===== config.mk =====
export PLATFORM = sky130hd
export DESIGN_NAME = useq_ctrl
export DESIGN_NICKNAME = d
export VERILOG_FILES = /design/src/rtl/useq_ctrl.sv
export SDC_FILE = /design/constraint.sdc
export NUM_CORES = 1
export LEC_CHECK = 0
export CORE_MARGIN = 2
export CORE_UTILIZATION = 45
export CTS_CLUSTER_SIZE = 24
export DETAILED_ROUTE_END_ITERATION = 7
export PLACE_DENSITY = 0.71
export RECOVER_POWER = 25
export SLEW_MARGIN = 10
export SYNTH_ARGS = -nofsm -noshare
export SYNTH_HDL_FRONTEND = slang
export SYNTH_SLANG_ARGS = --single-unit

===== constraint.sdc =====
create_clock -name clk -period 5 [get_ports clk]
set_input_delay 1.5 -clock clk [delete_from_list [all_inputs] [get_ports clk]]
set_output_delay 1.5 -clock clk [all_outputs]
set_load 0.02 [all_outputs]

===== src/rtl/useq_ctrl.sv =====
// Microsequencer controller: decodes the sequencing opcode, condition flags and a
// small return stack into load/next-address controls for an external upc register.
module useq_ctrl #(
  parameter int unsigned    AW         = 5,
  parameter int unsigned    DEPTH      = 4,
  parameter logic [AW-1:0]  START_ADDR = '0
) (
  input  logic          clk,
  input  logic          reset,
  input  logic          start,
  input  logic [AW-1:0] upc,
  input  logic [2:0]    uop,
  input  logic [AW-1:0] uaddr,
  input  logic [1:0]    csel,
  input  logic [3:0]    cond,
  input  logic          ext_ready,
  output logic          load_incr,
  output logic [AW-1:0] upc_next,
  output logic          busy,
  output logic          done,
  output logic          err
);

  localparam int unsigned SPW = $clog2(DEPTH + 1);
  localparam int unsigned IW  = (DEPTH > 1) ? $clog2(DEPTH) : 1;
  localparam logic [SPW-1:0] SP_FULL = SPW'(DEPTH);

  typedef enum logic [1:0] {S_IDLE, S_RUN, S_FAULT} state_e;

  typedef enum logic [2:0] {
    OP_NEXT = 3'b000,
    OP_JMP  = 3'b001,
    OP_CJMP = 3'b010,
    OP_CALL = 3'b011,
    OP_RET  = 3'b100,
    OP_WAIT = 3'b101,
    OP_END  = 3'b110,
    OP_RSVD = 3'b111
  } uop_e;

  state_e         state_q, state_d;
  logic [SPW-1:0] sp_q, sp_d;
  logic           done_q, done_d;
  logic [AW-1:0]  stack_q [DEPTH];

  logic           push;
  logic [AW-1:0]  upc_inc;
  logic [IW-1:0]  push_idx, top_idx;

  assign upc_inc  = upc + 1'b1;
  assign push_idx = IW'(sp_q);
  // top_idx is only used when sp_q > 0, so the underflow at sp_q == 0 is harmless
  assign top_idx  = IW'(sp_q - 1'b1);

  always_comb begin
    state_d   = state_q;
    sp_d      = sp_q;
    done_d    = 1'b0;
    push      = 1'b0;
    load_incr = 1'b1;
    upc_next  = upc;

    case (state_q)
      S_IDLE: begin
        if (start) begin
          upc_next = START_ADDR;
          state_d  = S_RUN;
        end
      end
      S_RUN: begin
        case (uop_e'(uop))
          OP_NEXT, OP_RSVD: load_incr = 1'b0;
          OP_JMP:           upc_next  = uaddr;
          OP_CJMP: begin
            if (cond[csel]) upc_next  = uaddr;
            else            load_incr = 1'b0;
          end
          OP_CALL: begin
            if (sp_q == SP_FULL) begin
              state_d = S_FAULT;
            end else begin
              push     = 1'b1;
              sp_d     = sp_q + 1'b1;
              upc_next = uaddr;
            end
          end
          OP_RET: begin
            if (sp_q == '0) begin
              state_d = S_FAULT;
            end else begin
              sp_d     = sp_q - 1'b1;
              upc_next = stack_q[top_idx];
            end
          end
          OP_WAIT: begin
            if (ext_ready) load_incr = 1'b0;
          end
          OP_END: begin
            state_d = S_IDLE;
            sp_d    = '0;
            done_d  = 1'b1;
          end
          default: load_incr = 1'b0;
        endcase
      end
      S_FAULT: ;
      default: state_d = S_IDLE;
    endcase
  end

  always_ff @(posedge clk) begin
    if (reset) begin
      state_q <= S_IDLE;
      sp_q    <= '0;
      done_q  <= 1'b0;
      for (int unsigned i = 0; i < DEPTH; i++) stack_q[i] <= '0;
    end else begin
      state_q <= state_d;
      sp_q    <= sp_d;
      done_q  <= done_d;
      if (push) stack_q[push_idx] <= upc_inc;
    end
  end

  assign busy = (state_q == S_RUN);
  assign err  = (state_q == S_FAULT);
  assign done = done_q;

endmodule

# Word level (Yosys, flattened, before mapping)
# Memories as Yosys holds them, arrays and structs flattened.
# Cells that the tools add are included.
[op_classes]
addsub = 3
n_mul = 0
div = 0
magnitude_cmp = 1
n_eq_ne = 16
shift = 0
mux = 32
n_bitwise = 2
reduce_logical = 9
[ops]
columns = ["op", "count"]
rows = [
  ["2-to-1 mux 5 bit", 5],
  ["one-hot mux 5 bit (4 select lines)", 1],
  ["equality test 3 bit, second input constant", 5],
  ["2-to-1 mux 1 bit", 14],
  ["one-hot mux 2 bit (3 select lines)", 2],
  ["one-hot mux 5 bit (2 select lines)", 1],
  ["one-hot mux 3 bit (3 select lines)", 1],
  ["2-to-1 mux 2 bit", 4],
  ["equality test 3 x 2 -> 1 bit, second input constant", 2],
  ["zero test 3 bit", 2],
  ["2-to-1 mux 3 bit", 2],
  ["!= test 2 bit, second input constant", 3],
  ["!= test 3 bit, second input constant", 2],
  ["adder 5 x 1 -> 5 bit, second input constant", 1],
  ["AND reduction 5 bit", 1],
  ["OR reduction 5 bit", 1],
  ["!= test 4 x 1 -> 1 bit, second input constant", 1],
  ["AND reduction 4 bit", 1],
  ["OR reduction 2 bit", 2],
  ["adder 3 x 1 -> 3 bit, second input constant", 1],
  ["equality test 3 x 1 -> 1 bit, second input constant", 1],
  ["less-than comparator 2 x 3 -> 1 bit, second input constant", 1],
  ["one-hot mux 1 bit (3 select lines)", 1],
  ["nonzero test 3 bit", 1],
  ["other kinds (6)", 7],
]
[totals]
ff_bits = 6
latch_bits = 0
mem_bits_rw = 20
romBits = 0
in_bits = 23
out_inout_bits = 9
word_cells = 67
memories = 1
[memory_table]
columns = ["name", "words", "width", "rd", "rd_clocked_by_memory_dff", "write_ports", "line", "text"]
rows = [
  ["stack_q", 4, 5, 1, 0, 4, "44", "logic [AW-1:0] stack_q [DEPTH];"],
]

# Depth between registers and ports, before layout
[depth]
depth_word = 9
depth_mapped = 9

# Least setup slack after synthesis
# OpenSTA, ideal clock, no wires.
[synth_timing]
path_type = "input -> output"
from = "input csel[0]"
to = "output upc_next[0]"
t_arrival_ns = 3.016
required_ns = 3.500
slack_ns = 0.484
cell_stages = 4
n_path_buf = 0
cell_sequence = "mux4_2 or4b_1 a41oi_2 a211o_1"
[synth_between]
elab_chain_cells = 5
[synth_lines]
columns = ["element", "line", "text"]
rows = [
  ["start, declared", "14", "input logic [1:0] csel,"],
  ["binary-select mux 1 bit (select 2 bit)", "75", "if (cond[csel]) upc_next = uaddr;"],
  ["2-to-1 mux 1 bit (not written as such)", "75", ""],
  ["2-to-1 mux 5 bit", "75", ""],
  ["one-hot mux 5 bit (4 select lines)", "71", "case (uop_e'(uop))"],
  ["one-hot mux 5 bit (2 select lines)", "63", "case (state_q)"],
  ["end, declared", "18", "output logic [AW-1:0] upc_next,"],
]
# No other way between the ends. The select of a mux whose other input is x is not followed.

# Worst setup path in the final report
[layout_timing]
from = "input cond[3]"
to = "output upc_next[2]"
[layout_between]
elab_chain_cells = 5
[layout_lines]
columns = ["element", "line", "text"]
rows = [
  ["start, declared", "15", "input logic [3:0] cond,"],
  ["binary-select mux 1 bit (select 2 bit)", "75", ""],
  ["2-to-1 mux 1 bit (not written as such)", "75", ""],
  ["2-to-1 mux 5 bit", "75", ""],
  ["one-hot mux 5 bit (4 select lines)", "71", ""],
  ["one-hot mux 5 bit (2 select lines)", "63", ""],
]
# No other way between the ends. The select of a mux whose other input is x is not followed.

==> results.tsv <==
stage	metric	value	unit
outcome	status	complete, no violations	
yosys	ys_ff_latch	26	
yosys	yosys.area.top_type	edfxtp_1	
worst_setup_path	crit_path_max_fanout	4	
worst_setup_path	endpoint_kind	output pin	
timing	rsz0062_at_grt	no	
worst_setup_path	start_kind	primary input	
worst_setup_path	arrival	3.43	ns
place	dp.cells	240	
layout	layout.nets	229	
routing	wl_met3	234	um
yosys	ys.flop_type	edfxtp_1	
power	power_density	242	mW/mm2
yosys	syn_inst	164	
routing	routed_via_density	5.52	
timing	finalSetupViolCount	0	
grt	grt_overflow	0	
timing	finalCritPeriodShare	0.986	
floorplanning	die_y	64.4	um
place	hpwl	2900	um
timing	min_period	4.93	ns
routing	vias	1363	
timing	hold_violations	0	
grt	grt_pass1_vias	1368	
yosys	synth_area_leaders	edfxtp_1, mux4_2, dfxtp_1, nor2_1, a211o_1	
clocking	cts_tree	done	
clocking	cts_buffers	3	
routing	firstDrtPassIters	4	
clocking	cts_max_path_buffers	2	
worst_setup_path	reg2regPathDepth	6	
clocking	hold_buffers	0	
yosys	synth_edf_count	20	
layout	nFillCells	288	
yosys	synth-seq-area-share	0.439	
yosys	synth_top_area_frac	0.366	
floorplanning	core_area	0.00342	mm2
routing	drt.antenna.violating_nets	0	
routing	drt_iter0_drc	31	
place	globalplace.congestion	0.805	
timing	slew_headroom	0.272	
yosys	synth_fp_nets	191	
worst_setup_path	path_class	in -> out	
routing	wl	3850	um
clocking	path_clk_slew	0.15	ns
place	io_buffers	31	
floorplanning	initial_core_util	0.481	
floorplanning	die_w	64.4	um
yosys	synthArstFlopShare	0	
routing	drc	0	
worst_hold_path	hold_path_depth	1	
power	vdd_ir_drop_max	0.148	mV
worst_hold_path	whs_endpoint	state_q[0]	
timing	worst_slew_pin_slew	1.08	ns
worst_setup_path	reg2reg_from	sp_q[0]	
timing	maxSlewViolCount	0	
worst_setup_path	r2r-end	stack_q[2][4]	
layout	syn_to_final_growth	28.3	%
routing	dr_wl_met2	1890	um
run	cap_violations	0	
clocking	clk_latency	0.33	ns
routing	wl_per_cell	15.6	um
worst_setup_path	cp.required	3.50	ns
worst_setup_path	reg2reg_slack	2.03	ns
grt	grt_max_degree	16	
clocking	cts-root-buf	clkbuf_4	
floorplanning	pin_count	32	
layout	fin_cells	247	
floorplanning	die-area	0.00415	mm2
layout	utilization	0.616	
grt	groute.usage.overall	0.200	
power	finalPower	509	uW
layout	antennaDiodeCount	0	
worst_hold_path	hold_path_class	reg -> reg	
clocking	cts.htree.levels	1	
timing	max_freq	203	MHz
yosys	synth_cell_type_count	41	
yosys	ys_warn_count	0	
power	p_leak	0.000860	uW
grt	grt_pass1_wl	6400	um
routing	dr.max_layer_used	met4	
grt	antenna_found_initial	0	
clocking	cts_num_sinks	26	
yosys	avgSynthCellArea	10.0	um2
yosys	syn-cell-area	0.00164	mm2
timing	fin_skew	0.0112	ns
routing	wl_met1	1680	um
worst_hold_path	hold_path_startpoint	state_q[1]	
floorplanning	std_cell_rows	21	
layout	drive_above_1_share	0.149	
==> Yosys cell counts, types with 2 or more instances <==
cell type,count
nand2b_1,3
nand2_1,10
a21oi_1,3
ha_1,4
nor2_1,24
nand4_1,3
inv_1,12
buf_6,2
o21ai_0,8
o41ai_1,2
o211a_1,2
nand3_1,5
xor2_1,2
a21boi_0,5
xnor2_1,2
or3_1,3
a211o_1,6
mux4_2,6
edfxtp_1,20
nor2b_1,5
buf_2,3
dfxtp_1,6
nor3_1,3
a21o_1,3
clkbuf_1,6
==> routing by layer <==
layer / GRT usage / vias up
met5: 0 / -
met4: 0.0665 / 0
met3: 0.0440 / 5
met2: 0.342 / 48
met1: 0.250 / 641
li1: - / 669
==> how the worst max path moves through the flow <==
stage | cells after the start | slack (ns) | endpoint | from
CTS | 7 | 0.03 | upc_next[2] | csel[1]
global route | 7 | 0.02 | upc_next[1] | csel[0]
detailed placement | 6 | -0.63 | upc_next[2] | csel[0]
floorplan | 4 | 0.48 | upc_next[0] | csel[0]
global placement | 6 | -0.58 | upc_next[2] | csel[0]
finish | 7 | 0.07 | upc_next[2] | cond[3]
==> layout make-up <==
cell class                 count  area [um2]  area share
multi-input combinational    114         823       0.391
tap                           46        57.6      0.0273
clock inverter                 1        30.0      0.0143
clock buffer                   3        22.5      0.0107
timing repair buffer          45         407       0.193
inverter                      12        45.0      0.0214
sequential                    26         721       0.342
==> cells by family after synthesis <==
| family | share of synthesized area |
|---|---|
| compound gates | 0.168 |
| xor+xnor | 0.0213 |
| fa+ha+maj | 0.0305 |
| buf+inv | 0.0663 |
| flops | 0.439 |
| mux | 0.0884 |
| simple gates | 0.186 |
==> layout by cell type (no fill, tap or decap), types with 2 or more instances in the layout <==
| cell type | synthesis | final |
|---|---|---|
| nor2_1 | 24 | 24 |
| edfxtp_1 | 20 | 20 |
| clkdlybuf4s50_1 | 0 | 18 |
| inv_1 | 12 | 12 |
| nand2_1 | 10 | 10 |
| o21ai_0 | 8 | 8 |
| buf_4 | 0 | 8 |
| mux4_2 | 6 | 6 |
| a211o_1 | 6 | 6 |
| dfxtp_1 | 6 | 6 |
| nor2b_1 | 5 | 5 |
| nand3_1 | 5 | 5 |
| a21boi_0 | 5 | 5 |
| clkbuf_4 | 0 | 5 |
| buf_6 | 2 | 5 |
| ha_1 | 4 | 4 |
| dlygate4sd2_1 | 0 | 4 |
| nand2b_1 | 3 | 3 |
| nor3_1 | 3 | 3 |
| nand4_1 | 3 | 3 |
| or3_1 | 3 | 3 |
| a21o_1 | 3 | 3 |
| a21oi_1 | 3 | 3 |
| xnor2_1 | 2 | 2 |
| xor2_1 | 2 | 2 |
| o41ai_1 | 2 | 2 |
| o211a_1 | 2 | 2 |
| dlygate4sd3_1 | 0 | 2 |
| buf_2 | 3 | 2 |
| clkbuf_1 | 6 | 2 |
==> power by group <==
group          switching [uW]  internal [uW]  total [uW]  leakage, uW
clock                    64.1           81.1         145    0.0000279
sequential               6.43            240         247     0.000255
combinational            58.7           59.1         118     0.000576
==> metrics by stage <==
stage          area (um2)  setup WS [ns]  setup TNS [ns]  hold slack [ns]
3_3_place_gp         2030         -0.585           -2.89            0.562
2_1_floorplan        1640          0.484               0            0.506
5_1_grt              2110         0.0167               0            0.639
4_1_cts              2090         0.0292               0            0.609
3_5_place_dp         2030         -0.631           -2.96            0.587
6_report             2110         0.0690               0            0.609
==> critical path, cell delays in order <==
cell           delay [ns]
dlygate4sd2_1        0.24
mux4_2               0.49
or4b_4               0.51
a41oi_4              0.30
buf_6                0.13
a211o_1              0.13
buf_6                0.13
==> flip-flops by register name (all words and copies together), names as in the netlist <==
| signal | count |
|---|---|
| state_q | 2 |
| sp_q | 3 |
| stack_q | 20 |
| done | 1 |
==> timing repair <==
| item | 4_1_cts | 5_1_grt |
|---|---|---|
| resized for setup | 28 | 9 |
| setup buffers | 3 | 0 |
| setup endpoints to repair | 5 | 4 |
| pin swaps | 3 | 4 |
No activity file was read; power rests on OpenSTA's default activity.
